`config.mk`:
```
export PLATFORM = sky130hd
export DESIGN_NAME = ft245_burst_sequencer_flat
export DESIGN_NICKNAME = d
export VERILOG_FILES = /design/src/rtl/ft245_burst_sequencer_if.sv /design/src/rtl/ft245_burst_sequencer.sv /design/src/flat_wrapper.sv
export SDC_FILE = /design/constraint.sdc
export NUM_CORES = 1
export LEC_CHECK = 0
export CAP_MARGIN = 20
export CORE_ASPECT_RATIO = 1.1
export CORE_MARGIN = 1
export CORE_UTILIZATION = 40
export CTS_CLUSTER_DIAMETER = 150
export DETAILED_ROUTE_END_ITERATION = 12
export HOLD_SLACK_MARGIN = 0.02
export PLACE_DENSITY_LB_ADDON = 0.05
export SYNTH_ARGS = -nofsm -noshare
export SYNTH_HDL_FRONTEND = slang
export SYNTH_SLANG_ARGS = --single-unit
```
`constraint.sdc`:
```
create_clock -name clk -period 3.7 [get_ports clk]
set_input_delay 0.74 -clock clk [delete_from_list [all_inputs] [get_ports clk]]
set_output_delay 0.74 -clock clk [all_outputs]
set_load 0.05 [all_outputs]
```
`src/rtl/ft245_burst_sequencer_if.sv`:
```
// rtl/ft245_burst_sequencer_if.sv - FT245 FIFO pin bundle between the burst sequencer and the FIFO/pad side
interface ft245_burst_sequencer_if;
    logic       rxf_n;
    logic       txe_n;
    logic [7:0] usb_data_in;
    logic [7:0] data_out;
    logic       data_oe;
    logic       rd_n;
    logic       wr_n;

    modport master (
        input  rxf_n,
        input  txe_n,
        input  usb_data_in,
        output data_out,
        output data_oe,
        output rd_n,
        output wr_n
    );

    modport slave (
        output rxf_n,
        output txe_n,
        output usb_data_in,
        input  data_out,
        input  data_oe,
        input  rd_n,
        input  wr_n
    );
endinterface

```
`src/rtl/ft245_burst_sequencer.sv`:
```
// rtl/ft245_burst_sequencer.sv - FT245 FIFO sequencer: host command reads and tagged panel-switch write bursts
// Optional txe_n wait timeout is built only when SEQ_TXE_TIMEOUT_EN is defined.
module ft245_burst_sequencer #(
    parameter int N_NIBBLES      = 4,
    parameter int RD_PULSE       = 2,
    parameter int RD_RECOVER     = 1,
    parameter int WR_SETUP       = 1,
    parameter int WR_PULSE       = 2,
    parameter int WR_HOLD        = 1,
    parameter int TIMEOUT_CYCLES = 1023
) (
    input  logic                     clk,
    input  logic                     reset_n,
    ft245_burst_sequencer_if.master  fifo,
    input  logic                     panel_select_request,
    input  logic [4*N_NIBBLES-1:0]   panel_switches,
    output logic [7:0]               cmd_data,
    output logic                     cmd_valid,
    output logic                     tx_abort,
    output logic                     busy,
    output logic [2:0]               state_out
);

    if (N_NIBBLES < 1 || N_NIBBLES > 15 || RD_PULSE < 1 || RD_RECOVER < 1 ||
        WR_SETUP < 1 || WR_PULSE < 1 || WR_HOLD < 1 || TIMEOUT_CYCLES < 1) begin : g_param_check
        $error("ft245_burst_sequencer: parameter out of range");
    end

    localparam int MAX_RD  = (RD_PULSE > RD_RECOVER) ? RD_PULSE : RD_RECOVER;
    localparam int MAX_WA  = (WR_SETUP > WR_PULSE) ? WR_SETUP : WR_PULSE;
    localparam int MAX_WR  = (MAX_WA > WR_HOLD) ? MAX_WA : WR_HOLD;
    localparam int MAX_CNT = (MAX_RD > MAX_WR) ? MAX_RD : MAX_WR;
    localparam int CNT_W   = (MAX_CNT > 1) ? $clog2(MAX_CNT) : 1;

    typedef logic [CNT_W-1:0] cnt_t;

    localparam cnt_t       RD_LAST  = cnt_t'(RD_PULSE - 1);
    localparam cnt_t       REC_LAST = cnt_t'(RD_RECOVER - 1);
    localparam cnt_t       SET_LAST = cnt_t'(WR_SETUP - 1);
    localparam cnt_t       STB_LAST = cnt_t'(WR_PULSE - 1);
    localparam cnt_t       HLD_LAST = cnt_t'(WR_HOLD - 1);
    localparam logic [3:0] IDX_LAST = 4'(N_NIBBLES - 1);

    typedef enum logic [2:0] {
        IDLE    = 3'd0,
        RD      = 3'd1,
        RD_REC  = 3'd2,
        WR_WAIT = 3'd3,
        WR_SET  = 3'd4,
        WR_STB  = 3'd5,
        WR_HLD  = 3'd6
    } state_t;

    state_t                 state;
    state_t                 state_d;
    cnt_t                   cnt;
    cnt_t                   cnt_d;
    logic [3:0]             idx;
    logic [3:0]             idx_d;
    logic                   pending;
    logic                   pending_d;
    logic [4*N_NIBBLES-1:0] snapshot;
    logic                   snap_load;
    logic                   rd_capture;
    logic                   wait_expired;
    logic [3:0]             nibble;

`ifdef SEQ_TXE_TIMEOUT_EN
    localparam int TMO_W = $clog2(TIMEOUT_CYCLES + 1);

    logic [TMO_W-1:0] wait_cnt;

    // Counts consecutive WR_WAIT cycles with txe_n high; any other cycle restarts it.
    always_ff @(posedge clk or negedge reset_n) begin
        if (!reset_n) begin
            wait_cnt <= '0;
        end else if (state == WR_WAIT && fifo.txe_n) begin
            wait_cnt <= wait_cnt + 1'b1;
        end else begin
            wait_cnt <= '0;
        end
    end

    assign wait_expired = (state == WR_WAIT) && fifo.txe_n &&
                          (wait_cnt == TMO_W'(TIMEOUT_CYCLES - 1));
    assign tx_abort     = wait_expired;
`else
    assign wait_expired = 1'b0;
    assign tx_abort     = 1'b0;
`endif

    always_comb begin
        state_d    = state;
        cnt_d      = cnt;
        idx_d      = idx;
        pending_d  = pending | panel_select_request;
        snap_load  = 1'b0;
        rd_capture = 1'b0;
        case (state)
            IDLE: begin
                cnt_d = '0;
                // A request arriving this cycle counts, so writes beat a simultaneous rxf_n.
                if (pending || panel_select_request) begin
                    state_d   = WR_WAIT;
                    idx_d     = 4'd0;
                    snap_load = 1'b1;
                    pending_d = 1'b0;
                end else if (!fifo.rxf_n) begin
                    state_d = RD;
                end
            end
            RD: begin
                if (cnt == RD_LAST) begin
                    rd_capture = 1'b1;
                    cnt_d      = '0;
                    state_d    = RD_REC;
                end else begin
                    cnt_d = cnt + 1'b1;
                end
            end
            RD_REC: begin
                if (cnt == REC_LAST) begin
                    cnt_d   = '0;
                    state_d = IDLE;
                end else begin
                    cnt_d = cnt + 1'b1;
                end
            end
            WR_WAIT: begin
                cnt_d = '0;
                if (!fifo.txe_n) begin
                    state_d = WR_SET;
                end else if (wait_expired) begin
                    state_d = IDLE;
                    idx_d   = 4'd0;
                end
            end
            WR_SET: begin
                if (cnt == SET_LAST) begin
                    cnt_d   = '0;
                    state_d = WR_STB;
                end else begin
                    cnt_d = cnt + 1'b1;
                end
            end
            WR_STB: begin
                if (cnt == STB_LAST) begin
                    cnt_d   = '0;
                    state_d = WR_HLD;
                end else begin
                    cnt_d = cnt + 1'b1;
                end
            end
            WR_HLD: begin
                if (cnt == HLD_LAST) begin
                    cnt_d = '0;
                    if (idx == IDX_LAST) begin
                        idx_d   = 4'd0;
                        state_d = IDLE;
                    end else begin
                        idx_d   = idx + 4'd1;
                        state_d = WR_WAIT;
                    end
                end else begin
                    cnt_d = cnt + 1'b1;
                end
            end
            default: begin
                cnt_d   = '0;
                state_d = IDLE;
            end
        endcase
    end

    always_ff @(posedge clk or negedge reset_n) begin
        if (!reset_n) begin
            state     <= IDLE;
            cnt       <= '0;
            idx       <= 4'd0;
            pending   <= 1'b0;
            snapshot  <= '0;
            cmd_data  <= 8'h00;
            cmd_valid <= 1'b0;
        end else begin
            state     <= state_d;
            cnt       <= cnt_d;
            idx       <= idx_d;
            pending   <= pending_d;
            cmd_valid <= (state == RD_REC) && (cnt == '0);
            if (snap_load) begin
                snapshot <= panel_switches;
            end
            if (rd_capture) begin
                cmd_data <= fifo.usb_data_in;
            end
        end
    end

    always_comb begin
        nibble = 4'h0;
        for (int k = 0; k < N_NIBBLES; k++) begin
            if (idx == 4'(k)) begin
                nibble = snapshot[4*k +: 4];
            end
        end
    end

    assign fifo.rd_n     = (state != RD);
    assign fifo.wr_n     = (state != WR_STB);
    assign fifo.data_oe  = (state == WR_SET) || (state == WR_STB) || (state == WR_HLD);
    assign fifo.data_out = fifo.data_oe ? {idx + 4'd1, nibble} : 8'h00;
    assign busy          = (state != IDLE);
    assign state_out     = state;

endmodule

```
`src/flat_wrapper.sv`:
```
// flat-port wrapper written by rule: the top's interface ports become plain ports
module ft245_burst_sequencer_flat 
#(
    parameter int N_NIBBLES      = 4,
    parameter int RD_PULSE       = 2,
    parameter int RD_RECOVER     = 1,
    parameter int WR_SETUP       = 1,
    parameter int WR_PULSE       = 2,
    parameter int WR_HOLD        = 1,
    parameter int TIMEOUT_CYCLES = 1023
)
  (clk, reset_n, panel_select_request, panel_switches, cmd_data, cmd_valid, tx_abort, busy, state_out, fifo_rxf_n, fifo_txe_n, fifo_usb_data_in, fifo_data_out, fifo_data_oe, fifo_rd_n, fifo_wr_n);
  ft245_burst_sequencer_if fifo_i ();
  input  logic clk;
  input  logic reset_n;
  input  logic panel_select_request;
  input  logic [4*N_NIBBLES-1:0] panel_switches;
  output logic [7:0] cmd_data;
  output logic cmd_valid;
  output logic tx_abort;
  output logic busy;
  output logic [2:0] state_out;
  input wire logic [$bits(fifo_i.rxf_n)-1:0] fifo_rxf_n;
  input wire logic [$bits(fifo_i.txe_n)-1:0] fifo_txe_n;
  input wire logic [$bits(fifo_i.usb_data_in)-1:0] fifo_usb_data_in;
  output wire logic [$bits(fifo_i.data_out)-1:0] fifo_data_out;
  output wire logic [$bits(fifo_i.data_oe)-1:0] fifo_data_oe;
  output wire logic [$bits(fifo_i.rd_n)-1:0] fifo_rd_n;
  output wire logic [$bits(fifo_i.wr_n)-1:0] fifo_wr_n;
  assign fifo_i.rxf_n = fifo_rxf_n;
  assign fifo_i.txe_n = fifo_txe_n;
  assign fifo_i.usb_data_in = fifo_usb_data_in;
  assign fifo_data_out = fifo_i.data_out;
  assign fifo_data_oe = fifo_i.data_oe;
  assign fifo_rd_n = fifo_i.rd_n;
  assign fifo_wr_n = fifo_i.wr_n;
  ft245_burst_sequencer #(.N_NIBBLES(N_NIBBLES), .RD_PULSE(RD_PULSE), .RD_RECOVER(RD_RECOVER), .WR_SETUP(WR_SETUP), .WR_PULSE(WR_PULSE), .WR_HOLD(WR_HOLD), .TIMEOUT_CYCLES(TIMEOUT_CYCLES)) u_core (.clk(clk), .reset_n(reset_n), .fifo(fifo_i), .panel_select_request(panel_select_request), .panel_switches(panel_switches), .cmd_data(cmd_data), .cmd_valid(cmd_valid), .tx_abort(tx_abort), .busy(busy), .state_out(state_out));
endmodule
```
==> results.sh <==
export IMPL_status="finished, final reports clean"
export IMPL_tightest_slew_ns=0.511
export IMPL_dieArea_mm2=0.00447
export IMPL_hpwl_mm=2.71
export IMPL_grt_pass1_wl_mm=6.17
export IMPL_clock_path_buffers=2
export IMPL_root_buffer="clkbuf_8"
export IMPL_antenna_cells=0
export IMPL_drt_initial_drc_count=50
export IMPL_p_per_area_mw_per_mm2=919
export IMPL_hold_violations=0
export IMPL_ys_ff_latch=34
export IMPL_numPortBuffers=52
export IMPL_arrival_ns=2.67
export IMPL_power_w=0.00216
export IMPL_finalSetupViolCount=0
export IMPL_cp_end_kind="output pin"
export IMPL_setup_tns_ns=0
export IMPL_dp_slack_ns=0.590
export IMPL_first_pass_iters=4
export IMPL_path_max_fanout=5
export IMPL_cp_required_ns=2.96
export IMPL_dpl_cell_count=253
export IMPL_clk_pin_slew_ns=0.07
export IMPL_grt_setup_unrepaired="no"
export IMPL_io_pins=54
export IMPL_h_tree_depth=2
export IMPL_area_growth_syn_to_layout_pct=39.4
export IMPL_antenna_found_initial=0
export IMPL_cts_buffers=5
export IMPL_yosysSeqAreaShare=0.506
export IMPL_cts_sinks=34
export IMPL_wire_per_inst_um=14.0
export IMPL_dieWidth_um=63.8
export IMPL_fin_nets=241
export IMPL_yosys_most_used_dff="dfrtp_1"
export IMPL_overflow=0
export IMPL_setup_ws_ns=0.288
export IMPL_ant_nets=0
export IMPL_insertion_delay_ns=0.29
export IMPL_cts_setup_buffers=0
export IMPL_syn_cell_area_mm2=0.00168
export IMPL_viasPerCell=5.07
export IMPL_grt_max_degree=35
export IMPL_finClkSkew_ns=0.00499
export IMPL_place_gp_congestion=0.836
export IMPL_async_flop_share=1.00
export IMPL_placementRows=24
export IMPL_drive_above_1_share=0.172
export IMPL_drv_cap=0
export IMPL_cts_hold_buf=0
export IMPL_grt_pass1_vias=1344
export IMPL_drv_slew=0
export IMPL_stdcell_count=261
export IMPL_synth_nets=188
export IMPL_max_freq_ghz=0.293
export IMPL_start_kind="flop"
export IMPL_yosys_warnings=0
export IMPL_synth_avg_cell_area_um2=10.9
export IMPL_initial_utilization=0.421
export IMPL_drc=0
export IMPL_min_path_type="flop to flop"
export IMPL_grt_total_usage=0.181
export IMPL_synth_edf_count=0
export IMPL_period_needed_ns=3.41
export IMPL_cts_tree="done"
export IMPL_leakage_nw=1.01
export IMPL_worstSetupPathType="flop to output pin"
export IMPL_synth_cell_types=36
export IMPL_peakVddDrop_mv=0.462
export IMPL_die_h_um=70.0
export IMPL_vias=1322
export IMPL_period_share=0.922
export IMPL_core_area_mm2=0.00399
export IMPL_postSynthCellCount=155
export IMPL_ctsResizeCount=0
export IMPL_slew_headroom=0.658
export IMPL_routed_wl_mm=3.66
[state kept, by name (all words and copies together) (netlist names)]
| signal | count |
|---|---|
| u_core.cmd_valid | 1 |
| u_core.idx | 4 |
| u_core.cnt | 1 |
| u_core.pending | 1 |
| u_core.snapshot | 16 |
| u_core.cmd_data | 8 |
| u_core.state_out | 3 |
[routing by layer]
metal,wire length [µm],vias to the layer above,track usage
met5,0,-,0
li1,-,649,-
met2,1780,43,0.303
met3,257,9,0.0703
met1,1560,621,0.206
met4,64,0,0.0657
[synthesized netlist by cell type (2+ instances only)]
cell	instances	share of area
o21ai_0	10	0.030
a21o_1	2	0.0089
and3_1	3	0.011
a221oi_1	5	0.026
nor2b_1	2	0.0074
nand2b_1	2	0.0074
nor3b_1	2	0.0089
ha_1	4	0.030
a211o_1	4	0.021
nand2_1	12	0.027
inv_1	12	0.027
nor3_1	2	0.0059
a21oi_1	5	0.015
or3_1	2	0.0074
nor2_1	9	0.020
buf_4	3	0.013
mux2_2	21	0.14
buf_2	4	0.012
dfrtp_1	34	0.51
[stage by stage]
| stage | cell area (µm²) | hold slack (ns) | utilization |
|---|---|---|---|
| final | 2350 | 0.507 | 0.587 |
| after global routing | 2350 | 0.519 | 0.587 |
| after CTS | 2350 | 0.512 | 0.587 |
| after detailed placement | 2240 | 0.496 | 0.560 |
| after global placement | 2240 | 0.489 | 0.560 |
| after floorplan | 1680 | 0.444 | - |
[cell type report]
type	count	area, µm²
tap	52	65.1
multi-input combinational	101	741
inverter	12	45.0
fill	358	1650
clock buffer	5	68.8
clock inverter	3	40.0
timing repair buffer	54	536
sequential	34	851
[worst max-delay path, stage by stage, from the launching register on]
cell             delay [ns]
dfrtp_1                0.41
inv_1                  0.09
ha_1                   0.25
nor2b_1                0.27
a221oi_1               0.12
a211o_1                0.27
a21oi_1                0.14
clkdlybuf4s50_1        0.83
[where the power goes]
group	switching, W	internal [W]
clock network	0.000131	0.000198
logic	0.000669	0.000476
registers	0.000137	0.000544
[final timing paths]
check	startpoint	end	slack (ns)	depth (start not counted)
setup / recovery	u_core.idx[1]$_DFFE_PN0P_	fifo_data_out[2]	0.29	7
hold / removal	u_core.cmd_data[0]$_DFFE_PN0P_	u_core.cmd_data[0]$_DFFE_PN0P_	0.51	1
setup reg to reg	u_core.idx[0]$_DFFE_PN0P_	u_core.idx[3]$_DFFE_PN0P_	1.89	5
hold reg to reg	u_core.cmd_data[0]$_DFFE_PN0P_	u_core.cmd_data[0]$_DFFE_PN0P_	0.51	1
max in group asynchronous	reset_n	u_core.snapshot[0]$_DFFE_PN0P_	2.53	2
min in group asynchronous	reset_n	u_core.snapshot[2]$_DFFE_PN0P_	0.87	2
[logic make-up (layout without fill, tap and decap cells)]
family                   count (synthesis)  count (layout)  share of synthesized area
other                                    1               1                    0.00223
buffers and inverters                   20              74                     0.0543
flip-flops                              34              34                      0.506
AO/OA/AOI/OAI                           32              32                      0.129
adder cells (fa/ha/maj)                  4               4                     0.0297
AND/OR/NAND/NOR                         42              42                      0.134
multiplexers                            21              21                      0.141
XOR/XNOR                                 1               1                    0.00521
[cell usage in the layout (no fill, tap or decap), types with 5 or more instances in the layout]
master	netlist	routed
dfrtp_1	34	34
nor2_1	9	9
o21ai_0	10	10
clkdlybuf4s50_1	0	52
nand2_1	12	12
mux2_2	21	21
inv_1	12	12
a21oi_1	5	5
a221oi_1	5	5
clkbuf_8	0	5
No activity file was read; power rests on OpenSTA's default activity.
